**config.mk**
```make
export PLATFORM = sky130hd
export DESIGN_NAME = rat_dispatch_ctrl
export DESIGN_NICKNAME = d
export VERILOG_FILES = /design/src/rtl/rat_dispatch_ctrl.sv
export SDC_FILE = /design/constraint.sdc
export NUM_CORES = 1
export LEC_CHECK = 0
export CAP_MARGIN = 10
export CORE_ASPECT_RATIO = 0.8
export CORE_MARGIN = 10
export CORE_UTILIZATION = 48
export CTS_CLUSTER_DIAMETER = 80
export DETAILED_ROUTE_END_ITERATION = 12
export PLACE_DENSITY = 0.87
export SLEW_MARGIN = 0
export SYNTH_ARGS = -nofsm -noshare
export SYNTH_HDL_FRONTEND = slang
export SYNTH_SLANG_ARGS = --single-unit
```
**constraint.sdc**
```tcl
create_clock -name i_clk -period 3.8 [get_ports i_clk]
set_input_delay 0.76 -clock i_clk [delete_from_list [all_inputs] [get_ports i_clk]]
set_output_delay 0.76 -clock i_clk [all_outputs]
set_load 0.005 [all_outputs]
```
**src/rtl/rat_dispatch_ctrl.sv**
```systemverilog
`default_nettype none
// ============================================================================
// Module   : rat_dispatch_ctrl
// Brief    : Dispatch sequencer in front of the RAT. It allocates ROB tags,
//            reads source mappings, renames the destination and issues
//            operand packets to the reservation station.
//            Optional macro SAME_SRC_BYPASS_EN: a single RAT read is made
//            when src1 == src2.
// Revision : 1.0 - initial release
// ============================================================================
module rat_dispatch_ctrl #(
  parameter int ROB_DEPTH = 4,
  parameter int TAG_W     = 2,
  parameter int ARCH_W    = 2,
  parameter int DATA_W    = 16
) (
  input  logic              i_clk,
  input  logic              i_rstn,
  input  logic              i_dec_valid,
  output logic              o_dec_ready,
  input  logic [ARCH_W-1:0] i_dec_src1,
  input  logic [ARCH_W-1:0] i_dec_src2,
  input  logic [ARCH_W-1:0] i_dec_dst,
  output logic              o_rat_rs_req,
  output logic [ARCH_W-1:0] o_rat_rs_addr,
  input  logic              i_rat_tag_valid,
  input  logic [TAG_W-1:0]  i_rat_tag,
  input  logic              i_rat_val_valid,
  input  logic [DATA_W-1:0] i_rat_val,
  output logic              o_rat_rob_valid,
  output logic [TAG_W-1:0]  o_rat_rob_addr,
  output logic [ARCH_W-1:0] o_rat_rob_dst_addr,
  output logic              o_iss_valid,
  input  logic              i_iss_ready,
  output logic [TAG_W-1:0]  o_iss_rob_tag,
  output logic              o_iss_src1_pend,
  output logic              o_iss_src2_pend,
  output logic [TAG_W-1:0]  o_iss_src1_tag,
  output logic [TAG_W-1:0]  o_iss_src2_tag,
  output logic [DATA_W-1:0] o_iss_src1_val,
  output logic [DATA_W-1:0] o_iss_src2_val,
  input  logic              i_cmt_valid,
  output logic [TAG_W:0]    o_rob_count,
  output logic              o_rob_full
);

`ifdef SAME_SRC_BYPASS_EN
  localparam logic BYPASS = 1'b1;
`else
  localparam logic BYPASS = 1'b0;
`endif

  localparam logic [2:0] IDLE = 3'd0;
  localparam logic [2:0] RD1  = 3'd1;
  localparam logic [2:0] RD2  = 3'd2;
  localparam logic [2:0] CAP2 = 3'd3;
  localparam logic [2:0] WR   = 3'd4;
  localparam logic [2:0] ISS  = 3'd5;

  localparam logic [TAG_W:0] PTR_ONE = (TAG_W+1)'(1);
  localparam logic [TAG_W:0] DEPTH   = (TAG_W+1)'(ROB_DEPTH);

  logic [2:0]        state;
  logic [2:0]        state_nxt;
  logic [ARCH_W-1:0] src1;
  logic [ARCH_W-1:0] src2;
  logic [ARCH_W-1:0] dst;
  // Pointers carry one extra wrap bit so that full and empty differ.
  logic [TAG_W:0]    head;
  logic [TAG_W:0]    tail;
  logic [TAG_W:0]    count;
  logic [TAG_W-1:0]  iss_tag;
  logic              s1_pend;
  logic              s2_pend;
  logic [TAG_W-1:0]  s1_tag;
  logic [TAG_W-1:0]  s2_tag;
  logic [DATA_W-1:0] s1_val;
  logic [DATA_W-1:0] s2_val;
  logic              accept;
  logic              alloc;
  logic              commit;
  logic              same_src;
  logic [DATA_W-1:0] rsp_val;

  assign count       = tail - head;
  assign o_rob_count = count;
  assign o_rob_full  = (count == DEPTH);
  assign o_dec_ready = i_rstn && (state == IDLE) && !o_rob_full;
  assign accept      = i_dec_valid && o_dec_ready;
  assign alloc       = (state == WR);
  assign commit      = i_cmt_valid && (count != '0);
  assign same_src    = BYPASS && (src1 == src2);
  // A register with neither a pending tag nor a valid value reads as zero.
  assign rsp_val     = (!i_rat_tag_valid && i_rat_val_valid) ? i_rat_val : '0;

  always_comb begin
    state_nxt = state;
    case (state)
      IDLE:    if (accept) state_nxt = RD1;
      RD1:     state_nxt = RD2;
      RD2:     state_nxt = same_src ? WR : CAP2;
      CAP2:    state_nxt = WR;
      WR:      state_nxt = ISS;
      ISS:     if (i_iss_ready) state_nxt = IDLE;
      default: state_nxt = IDLE;
    endcase
  end

  always_comb begin
    o_rat_rs_req  = (state == RD1) || ((state == RD2) && !same_src);
    o_rat_rs_addr = '0;
    if (state == RD1)
      o_rat_rs_addr = src1;
    else if (o_rat_rs_req)
      o_rat_rs_addr = src2;
  end

  assign o_rat_rob_valid    = alloc;
  assign o_rat_rob_addr     = alloc ? tail[TAG_W-1:0] : '0;
  assign o_rat_rob_dst_addr = alloc ? dst : '0;

  assign o_iss_valid     = (state == ISS);
  assign o_iss_rob_tag   = iss_tag;
  assign o_iss_src1_pend = s1_pend;
  assign o_iss_src2_pend = s2_pend;
  assign o_iss_src1_tag  = s1_tag;
  assign o_iss_src2_tag  = s2_tag;
  assign o_iss_src1_val  = s1_val;
  assign o_iss_src2_val  = s2_val;

  always_ff @(posedge i_clk or negedge i_rstn) begin
    if (!i_rstn) begin
      state   <= IDLE;
      src1    <= '0;
      src2    <= '0;
      dst     <= '0;
      head    <= '0;
      tail    <= '0;
      iss_tag <= '0;
      s1_pend <= 1'b0;
      s2_pend <= 1'b0;
      s1_tag  <= '0;
      s2_tag  <= '0;
      s1_val  <= '0;
      s2_val  <= '0;
    end else begin
      state <= state_nxt;
      if (accept) begin
        src1 <= i_dec_src1;
        src2 <= i_dec_src2;
        dst  <= i_dec_dst;
      end
      if (alloc) begin
        tail    <= tail + PTR_ONE;
        iss_tag <= tail[TAG_W-1:0];
      end
      if (commit)
        head <= head + PTR_ONE;
      if (state == RD2) begin
        s1_pend <= i_rat_tag_valid;
        s1_tag  <= i_rat_tag;
        s1_val  <= rsp_val;
        if (same_src) begin
          s2_pend <= i_rat_tag_valid;
          s2_tag  <= i_rat_tag;
          s2_val  <= rsp_val;
        end
      end
      if (state == CAP2) begin
        s2_pend <= i_rat_tag_valid;
        s2_tag  <= i_rat_tag;
        s2_val  <= rsp_val;
      end
    end
  end

endmodule
`default_nettype wire

```
### After elaboration in Yosys (flattened, before gate mapping)

Index checks and enable logic that the tools add are counted.

| storage, ports and cells | value |
|---|---|
| bits in registers | 55 |
| bits of input ports | 31 |
| output and inout bits | 54 |
| word-level logic and storage cells | 43 |

| operators by class | value |
|---|---|
| $add $sub $neg | 3 |
| equal/unequal tests | 8 |
| multiplexer cells | 8 |
| reductions and logical operators | 11 |

Operators with widths:

| operator | number |
|---|---|
| $pmux W3 S6 | 1 |
| $mux W16 | 1 |
| $eq A3 B3 Y1 const B | 3 |
| $mux W2 | 4 |
| $add A3 B1 Y3 const B | 2 |
| $eq A3 B2 Y1 const B | 2 |
| $mux W3 | 2 |
| $logic_and A1 B1 Y1 | 5 |
| $eq A3 B1 Y1 const B | 1 |
| $logic_not A3 Y1 | 1 |
| $reduce_bool A3 Y1 | 1 |
| $sub A3 B3 Y3 | 1 |
| $logic_not A1 Y1 | 2 |
| $ne A2 B1 Y1 const B | 1 |
| $ne A2 B2 Y1 const B | 1 |
| $reduce_and A2 Y1 | 1 |
| $logic_or A1 B1 Y1 | 1 |

### Longest topological paths before layout

| depth | value |
|---|---|
| word-level depth | 7 |
| mapped depth | 7 |

### Worst setup path before layout

OpenSTA, ideal clock, no wires.

| path | value |
|---|---|
| kind | register -> output |
| from | register tail[0] |
| to | output port o_dec_ready |
| arrival time | 1526 ps |
| required time | 3040 ps |
| path slack | 1514 ps |
| stages on the path, launching flop included | 7 |
| cells stage by stage | dfrtp_1 > inv_1 > ha_1 > fa_1 > xnor3_2 > nor2_1 > nor2b_1 |

| between the ends | value |
|---|---|
| longest elaborated chain between the ends | 4 |

RTL lines:

| item | line | RTL |
|---|---|---|
| start, declared | 70 | `logic [TAG_W:0] tail;` |
| start signal, assigned | 154 | `tail <= tail + PTR_ONE;` |
| $sub A3 B3 Y3 | 85 | `assign count = tail - head;` |
| $eq A3 B3 Y1 | 87 | `assign o_rob_full = (count == DEPTH);` |
| via o_rob_full | 44 | `output logic o_rob_full` |
| $logic_not A1 Y1 | 88 | `assign o_dec_ready = i_rstn && (state == IDLE) && !o_rob_full;` |
| $logic_and A1 B1 Y1 | 88 |  |
| end, declared | 20 | `output logic o_dec_ready,` |

The timed path passes the listed nets, and every way through them passes these cells.

### Worst setup path after layout

| path | value |
|---|---|
| from | register tail[0] |
| to | output port o_dec_ready |

| between the ends | value |
|---|---|
| longest elaborated chain between the ends | 4 |

RTL lines:

| item | line |
|---|---|
| $sub A3 B3 Y3 | 85 |
| $eq A3 B3 Y1 | 87 |
| $logic_not A1 Y1 | 88 |
| $logic_and A1 B1 Y1 | 88 |

Every way passes these cells.

==> impl_metrics.tcl <==
set metrics [dict create \
    status "finished clean" \
    rsz0062_at_grt "false" \
    initialDrtViolationCount 80 \
    post_dp_cell_area_um2 3210 \
    syn_avg_cell_area_um2 10.9 \
    post-route-period-util_pct 82.7 \
    r2r-end "src1[1]" \
    skew_ns 0.00539 \
    cts.sinks 55 \
    max-vdd-ir-drop_mv 0.497 \
    via_count 1767 \
    tns_ns 0 \
    reg2reg_depth 6 \
    crit_chain "inv_1 -> ha_1 -> fa_1 -> xnor3_2 -> nor2_1 -> nor2b_1 -> clkdlybuf4s50_1" \
    die_area_um2 8070 \
    power_density_nw_per_um2 847 \
    via_per_inst 4.94 \
    drc 0 \
    drt_wl_total_um 5790 \
    ys_seq_elements 55 \
    antenna_found_initial 0 \
    initial_core_util_pct 50.2 \
    postCtsSetupRepairBufs 0 \
    wl_per_cell_um 16.2 \
    gr-total-overflow 0 \
    num_rows 22 \
    mostFrequentLayoutCell "clkdlybuf4s50_1" \
    cts-htree-levels 2 \
    cts-root-buf "clkbuf_8" \
    fin_cells 358 \
    synthTopCellsByArea "dfrtp_1, nand2_1, mux2_2" \
    crit_required_ns 3.04 \
    ant_nets 0 \
    endpoint_kind "primary output" \
    synth_fp_nets 250 \
    dp.cells 350 \
    fmax_mhz 318 \
    clkLatencyLatePin_ns 0.30 \
    startpoint_type "flip-flop" \
    n_antenna_cell 0 \
    syn_inst 215 \
    fin_crit_ns 3.14 \
    postCtsResizedCells 0 \
    cp.depth 7 \
    crit_start "tail[0]" \
    track_usage_pct 14.5 \
    die_w_um 98.0 \
    design_area_um2 3300 \
    synthToLayoutAreaGrowth_pct 41.3 \
    worstPathBufferInverterCount 2 \
    placement.io_buffers 84 \
    yosysTopAreaCell "dfrtp_1" \
    r2r_setup_slack_ns 1.59 \
    grt_pass1_wl_um 9510 \
    critPathKind "reg2out" \
    p_leak_nw 1.42 \
    grt_pass1_vias 1874 \
    finalHoldViolCount 0 \
    crit_slowest_cell "clkdlybuf4s50_1" \
    clk_path_buf_depth 2 \
    clk_pin_slew_ns 0.09 \
    finalSetupViolCount 0 \
    nNetsFinal 332 \
    tightest_slew_ns 0.686 \
    grt_max_degree 57 \
    io_pins 85 \
    worstReg2RegStart "tail[0]" \
    pre_cts_ws_ns 0.980 \
    p_total_mw 2.79 \
    endpoint "o_dec_ready" \
    maxCapViolCount 0 \
    hold_class "reg2reg" \
    numCtsBuffers 5 \
    fillers 360 \
    crit_fanout 4 \
    synth_warnings 0 \
    crit_family "adder cells" \
    cts_tree "built" \
    layout_setup_ws_ns 0.656 \
    hold_buffers 0 \
    drv_slew 0 \
    layout_common_cells "clkdlybuf4s50_1, nand2_1, dfrtp_1" \
    coreArea_um2 4650 \
    syn-cell-area_um2 2330 \
    firstDrtPassIters 4 \
    cp.arrival_ns 2.38 \
    drive_gt1_share_pct 11.7 \
    seq_area_frac_synth_pct 59.0 \
    max_stage_delay_ns 0.51 \
    routabilityCongestion 0.811 \
    dp_hpwl_um 4410 \
    synth.distinct_cells 28 \
    max_slew_margin_pct 54.2 \
    yosys.area.top_type_share_pct 59.0 \
    dieHeight_um 82.4 \
]
==> cells in the mapped netlist <==
master,instances
dfrtp_1,55
xnor3_2,1
buf_2,6
a22oi_1,2
o21ba_2,2
o21ai_1,5
nand2b_1,1
nand3b_1,1
fa_1,1
o311ai_0,1
xnor2_1,4
nor4b_2,1
nand2_1,55
nor2_1,4
nor2b_1,4
o211ai_1,1
inv_1,5
ha_1,3
mux2_2,15
nor3b_1,1
and2_1,5
a22o_1,1
o211ai_4,1
a21oi_1,2
buf_4,1
or3b_2,2
clkbuf_1,6
o21ai_0,29
==> state kept, by name (all words and copies together) (netlist names) <==
name and flops:
o_iss_src1_val 16, o_iss_src2_tag 2, o_iss_rob_tag 2, o_iss_src2_val 16
state 3, tail 3, dst 2, o_iss_src2_pend 1
o_iss_src1_pend 1, src1 2, src2 2, o_iss_src1_tag 2
head 3
==> per-layer routing <==
metal | track usage (%) | share of wire, % | vias to the layer above
li1 | - | - | 872
met1 | 17.5 | 44 | 844
met2 | 24.2 | 48 | 46
met3 | 4.90 | 7.6 | 5
met4 | 4.35 | 1.1 | 0
met5 | 0 | 0 | -
==> tightest hold or removal path, delay by kind of cell, from the launching register on <==
kind | cells | cell delay (ns)
flip-flops | 1 | 0.35
AO/OA/AOI/OAI | 1 | 0.06
AND/OR/NAND/NOR | 1 | 0.04
==> cell type report <==
type,instances,area (um^2),share of cell area [%]
Clock buffer,5,68.8,2.09
Clock inverter,3,15.0,0.455
Inverter,5,18.8,0.569
Multi-Input combinational cell,142,878,26.6
Sequential cell,55,1380,41.7
Tap cell,60,75.1,2.28
Timing Repair Buffer,88,866,26.3
==> where the power goes <==
group          internal [mW]  switching, mW
Clock                  0.127          0.181
Sequential             0.873          0.198
Combinational          0.849          0.566
Total                   1.85          0.945
==> stage by stage <==
stage	util [%]	hold slack, ns
final	70.9	0.482
after global routing	70.9	0.519
after CTS	70.9	0.493
after detailed placement	69.1	0.471
after global placement	69.1	0.462
after floorplan	-	0.464
==> cell families (layout without fill, tap and decap cells) <==
group	count (synthesis)	count (layout)	share of synthesized area [%]
AND/OR/NAND/NOR	74	74	14.2
flip-flops	55	55	59.0
AO/OA/AOI/OAI	44	44	11.2
buffers and inverters	18	101	3.38
multiplexers	15	15	7.24
XOR/XNOR	5	5	2.52
adder cells (fa/ha/maj)	4	4	2.47
==> how the worst min path moves through the flow <==
stage | start | end | slack (ns) | cells past startpoint
4_1_cts | o_iss_src2_val[4] | o_iss_src2_val[4] | 0.49 | 2
3_5_place_dp | o_iss_src2_val[4] | o_iss_src2_val[4] | 0.47 | 2
3_3_place_gp | o_iss_src2_val[0] | o_iss_src2_val[0] | 0.46 | 2
2_1_floorplan | i_rstn | dst[0] | 0.46 | 0
5_1_grt | o_iss_src1_val[9] | o_iss_src1_val[9] | 0.52 | 2
6_report | o_iss_src2_val[4] | o_iss_src2_val[4] | 0.48 | 2
No activity file was read; power rests on OpenSTA's default activity.
